`config.mk`:
```
export PLATFORM = sky130hd
export DESIGN_NAME = spi_shift_out
export DESIGN_NICKNAME = d
export VERILOG_FILES = /design/src/rtl/spi_shift_out.sv
export SDC_FILE = /design/constraint.sdc
export NUM_CORES = 1
export LEC_CHECK = 0
export ABC_AREA = 1
export CORE_MARGIN = 2
export CORE_UTILIZATION = 51
export DETAILED_ROUTE_END_ITERATION = 7
export PLACE_DENSITY_LB_ADDON = 0.2
export SLEW_MARGIN = 30
export SYNTH_ARGS = -nofsm -noshare
export SYNTH_HDL_FRONTEND = slang
export SYNTH_SLANG_ARGS = --single-unit
```
`constraint.sdc`:
```
create_clock -name C -period 1.7 [get_ports C]
set_clock_uncertainty 0.1 [all_clocks]
set_input_delay 0.51 -clock C [delete_from_list [all_inputs] [get_ports C]]
set_output_delay 0.51 -clock C [all_outputs]
set_load 0.1 [all_outputs]
```
`src/rtl/spi_shift_out.sv`:
```
// spi_shift_out: mode-0, MSB-first parallel-to-serial transmitter with an
// active-low chip select. A one-cycle START in IDLE latches D and runs one
// frame of SETUP, WIDTH SCLK high/low periods and a trailing HOLD. Every
// output is taken from a register that is loaded from the next-state value.
module spi_shift_out #(
  parameter int WIDTH  = 8,
  parameter int CLKDIV = 4
) (
  input  logic             C,
  input  logic             R,
  input  logic [WIDTH-1:0] D,
  input  logic             START,
  output logic             BUSY,
  output logic             DONE,
  output logic             CS_B,
  output logic             SCLK,
  output logic             MOSI
);

  localparam int BIT_W = (WIDTH  > 1) ? $clog2(WIDTH)  : 1;
  localparam int PH_W  = (CLKDIV > 1) ? $clog2(CLKDIV) : 1;

  typedef enum logic [2:0] {
    IDLE  = 3'd0,
    SETUP = 3'd1,
    HIGH  = 3'd2,
    LOW   = 3'd3,
    HOLD  = 3'd4
  } state_t;

  state_t            state_q, state_d;
  logic [PH_W-1:0]   phase_q, phase_d;
  logic [BIT_W-1:0]  bit_q, bit_d;
  logic [WIDTH-1:0]  shreg_q, shreg_d;
  logic              done_d;
  logic              phase_last;

  // The current state visit ends once CLKDIV cycles have elapsed.
  assign phase_last = (phase_q == PH_W'(CLKDIV - 1));

  // Next-state, counter and shift-register update.
  always_comb begin
    state_d = state_q;
    phase_d = phase_q;
    bit_d   = bit_q;
    shreg_d = shreg_q;
    done_d  = 1'b0;
    if (state_q != IDLE) begin
      phase_d = phase_last ? '0 : phase_q + PH_W'(1);
    end
    case (state_q)
      IDLE: begin
        if (START) begin
          state_d = SETUP;
          shreg_d = D;
          phase_d = '0;
          bit_d   = '0;
        end
      end
      SETUP: begin
        if (phase_last) state_d = HIGH;
      end
      HIGH: begin
        if (phase_last) begin
          if (bit_q < BIT_W'(WIDTH - 1)) begin
            // Entering LOW: present the next lower bit to the receiver.
            state_d = LOW;
            bit_d   = bit_q + BIT_W'(1);
            shreg_d = {shreg_q[WIDTH-2:0], 1'b0};
          end else begin
            state_d = HOLD;
          end
        end
      end
      LOW: begin
        if (phase_last) state_d = HIGH;
      end
      HOLD: begin
        if (phase_last) begin
          state_d = IDLE;
          done_d  = 1'b1;
        end
      end
      default: state_d = IDLE;
    endcase
  end

  // Control state and registered outputs; reset abandons any frame.
  always_ff @(posedge C) begin
    if (R) begin
      state_q <= IDLE;
      phase_q <= '0;
      bit_q   <= '0;
      CS_B    <= 1'b1;
      SCLK    <= 1'b0;
      MOSI    <= 1'b0;
      BUSY    <= 1'b0;
      DONE    <= 1'b0;
    end else begin
      state_q <= state_d;
      phase_q <= phase_d;
      bit_q   <= bit_d;
      CS_B    <= (state_d == IDLE);
      SCLK    <= (state_d == HIGH);
      BUSY    <= (state_d != IDLE);
      DONE    <= done_d;
      // MOSI keeps its last value while idle so it never follows stale data.
      if (state_d != IDLE) MOSI <= shreg_d[WIDTH-1];
    end
  end

  // Shift register holds data only; its content is qualified by state.
  always_ff @(posedge C) begin
    shreg_q <= shreg_d;
  end

endmodule
```
After elaboration in Yosys (flattened, before gate mapping). Cells that the tools add are included.

Register bits after elaboration: 21. Output and inout bits: 5. Word-level logic and storage cells: 50. Bits of input ports: 11.

Order comparisons: 1. Reduce and logical (&&, ||, !) cells: 8. Mux-type cells: 19. Eq/ne operators: 9. Bitwise logic cells: 1. Add/sub/neg operators: 2.

Operators by type and width (count): two-way mux 3 bit (8); two-way mux 8 bit (3); case mux 8 bit (2 select lines) (1); case mux 3 bit (4 select lines) (1); == test 3 x 2 -> 1 bit (second input constant) (3); two-way mux 2 bit (4); zero test 3 bit (2); != test 2 bit (second input constant) (3); case mux 3 bit (2 select lines) (1); nonzero test 3 bit (2); AND reduction 4 bit (1); OR reduction 2 bit (2); adder 3 x 1 -> 3 bit (second input constant) (1); == test 3 x 1 -> 1 bit (second input constant) (1); == test 3 bit (second input constant) (1); < comparator 3 bit (second input constant) (1); adder 2 x 1 -> 2 bit (second input constant) (1); == test 2 bit (second input constant) (1); nonzero test 2 bit (1); two-way mux 1 bit (1); NOT 1 bit (1).

Longest topological paths before layout.
Depth in word-level cells: 5. Mapped depth: 10. Gate-level depth less buffers: 10.

Worst setup path before layout. No wires, ideal clock.

Kind: reg-to-output. Start: register MOSI. End: output port MOSI. Required time: 1090 ps. Arrival: 925 ps. Stages on the path, launching flop included: 1. Slack: 165 ps. Path buffers: 0. Path through: dfxtp_1.

RTL lines: start, declared (line 17) `output logic MOSI`; start signal, assigned (line 108) `if (state_d != IDLE) MOSI <= shreg_d[WIDTH-1];`.

No word-level cell between the ends.

Worst setup path in the final report.
Start: input port START. End: register shreg_q[2], enable pin.

Word-level cells in the longest chain between the ends: 2.

RTL lines: start, declared (line 12) `input logic START,`; != test 2 bit (no source line); AND reduction 4 bit (no source line); end signal, assigned (line 114) `shreg_q <= shreg_d;`; end, declared (line 34) `logic [WIDTH-1:0] shreg_q, shreg_d;`.

No other way between the ends. A chain may end at the register's enable or synchronous reset.

==> results.txt <==
Status: complete, no violations
Synth area leaders: dfxtp_1 28%, edfxtp_1 21%, nand2_1 11%, nor2_1 6.0%, o21ai_0 4.0%
Final #Nets: 157
Max VDD drop: 0.454 mV
Syn_area_per_cell: 8.53 um2
Layout area overhead: 30.2%
Synth Flop Type: dfxtp_1
Worst setup SP type: input port
Worst Hold Class: flop to flop
Cell taking the most area after synthesis: dfxtp_1
Multiplexer share of the synthesized area: 0
Share of cells above drive strength 1: 0.218
Post-synth EDFFs: 7
Port buffer count: 15
Crit path max fanout: 6
Commonest cells post-synth: 29 x nand2_1, 16 x nor2_1, 14 x dfxtp_1
Final WL: 2.02 mm
# diodes: 0
Final Non-Filler Cells: 169
Grt ovf: 0
Synth Area in Simple Gates: 0.338
Post-synthesis sequential area ratio: 0.488
Reg2reg start: phase_q[0]$_SDFF_PP0_
Max_cap viols: 0
CTS Buf Count: 3
Clock Sinks: 21
Synth Cell Area: 0.00101 mm2
Mapped Nets: 132
Hold buffers post-CTS: 0
Row cnt: 16
Worst Path Class, Setup: input port to flop
Final setup fails: 0
Place WS: -0.235 ns
Post-DP HPWL: 1.50 mm
Die Y: 48.4 um
Placed Cells: 163
Synth warn: 0
Fin. Hold Viols: 0
Reg2reg end: shreg_q[2]$_DFFE_PP_
First-pass DRT Iterations: 4
Initial antenna violation count: 0
FF-to-FF setup slack: 0.11 ns
Postcts setup bufs: 0
Sequential cell area: 490 um2
Largest net degree at the start of global routing: 12
Setup WS post-layout: 0.0853 ns
Least-Margin Pin Slew: 0.319 ns
Count leader, synth: nand2_1
Critical path data arrival time: 1.55 ns
Synthesized-area fraction occupied by xor and xnor cells: 0.00871
FF+latch count, synth: 21
Clock buffer depth: 2
Starting density of the core: 0.529
Post_cts resized: 0
Die Span X: 48.4 um
Vias in the first global route: 840
Layout fillers: 151
Via-to-Cell Ratio: 5.04
Async S/R FF share, synth: 0
ANT nets after route: 0
GRT Total Usage: 0.195
Data required, critical path: 1.63 ns
Ports: 16
Period utilisation layout: 0.950
Cell count after synthesis: 118
PwrDens: 785 mW/mm2
WL per Instance: 11.9 um
Core Area: 0.00190 mm2
First-pass GRT wire length: 3.59 mm
Worst skew pair latency: 0.30 ns
CTS root buf: clkbuf_4
Max-slew violations: 0
Adder-Cell Fraction of Synth Area: 0.0373
Synth unique cells: 25
Final Critical Period: 1.61 ns
Residual DRC: 0
Die area: 0.00234 mm2
Crit path launch: START
H-tree levels: 1
Slew HR: 0.787
Gpl congestion: 0.876
Clock-pin slew on the worst setup and hold paths: 0.10 ns
Reg2Reg Depth: 6
Element type at the critical path end: flop
Setup crit end: shreg_q[2]$_DFFE_PP_
Leakage dissipation: 0.565 nW
Compound-gate portion of the synthesized area: 0.0896
Multi-input gate area: 477 um2
Largest family of logic cells by synthesized area: simple AND/OR/NAND/NOR gates
Fmax achieved: 619 MHz
CTS tree: built
Share of the synthesized area in the top cell type: 0.279
Vias: 852
Initial DRC count: 25
where the power goes:
part           switching (mW)  internal, mW
logic                   0.127        0.0931
clock network           0.143        0.0917
registers              0.0214         0.553
total                   0.291         0.738
metrics by stage:
stage / hold slack, ns / TNS, ns / util / total power, mW / cell area, um2
6_report: 0.399 / 0 / 0.689 / 1.03 / 1310
5_1_grt: 0.434 / -0.0651 / 0.689 / 1.08 / 1310
3_3_place_gp: 0.375 / -2.08 / 0.667 / 0.794 / 1270
3_5_place_dp: 0.386 / -2.76 / 0.667 / 0.803 / 1270
4_1_cts: 0.401 / 0 / 0.681 / 1.03 / 1290
2_1_floorplan: 0.360 / 0 / - / 0.710 / 1010
worst min path at each step:
stage	start	to	slack, ns	depth (start not counted)
CTS	phase_q[1]$_SDFF_PP0_	phase_q[1]$_SDFF_PP0_	0.40	2
global route	phase_q[1]$_SDFF_PP0_	phase_q[1]$_SDFF_PP0_	0.43	2
finish	phase_q[1]$_SDFF_PP0_	phase_q[1]$_SDFF_PP0_	0.40	2
detailed placement	phase_q[1]$_SDFF_PP0_	phase_q[1]$_SDFF_PP0_	0.39	2
global placement	phase_q[1]$_SDFF_PP0_	phase_q[1]$_SDFF_PP0_	0.37	2
floorplan	phase_q[1]$_SDFF_PP0_	phase_q[1]$_SDFF_PP0_	0.36	2
cells by family after synthesis:
| kind of cell | after synthesis |
|---|---|
| simple gates | 67 |
| flops | 21 |
| compound gates | 16 |
| buf+inv | 10 |
| fa+ha+maj | 3 |
| xor+xnor | 1 |
area by class of cell:
| type | instances | share of cell area |
|---|---|---|
| Multi-Input combinational cell | 87 | 0.364 |
| Clock buffer | 4 | 0.0201 |
| Inverter | 8 | 0.0229 |
| Timing Repair Buffer | 22 | 0.193 |
| Sequential cell | 21 | 0.374 |
| Tap cell | 27 | 0.0258 |
cells in the final DEF, fill, tap and decap left out, types with 4 or more instances in the layout:
cell type,instances
nor2_1,16
buf_4,7
dfxtp_1,14
nand3_1,6
inv_1,7
a21oi_1,4
edfxtp_1,7
nand2_1,29
clkdlybuf4s50_1,10
o21ai_0,8
buf_12,5
worst max-delay path, stage by stage:
cell and delay [ns]:
clkdlybuf4s50_1 0.54, o21ai_1 0.15, nor2_4 0.17, buf_4 0.17
sequential cells by signal, summed over array words and instances (netlist names), 2 cells and up:
name     cells
shreg_q      8
bit_q        3
state_q      3
phase_q      2
per-layer routing:
metal,wire (um),share of wire,global-route usage
met1,879,0.44,0.252
met2,969,0.48,0.319
met3,117,0.058,0.0309
met4,49,0.024,0.100
met5,0,0,0
Note: power is estimated with default switching activity, not from simulation.
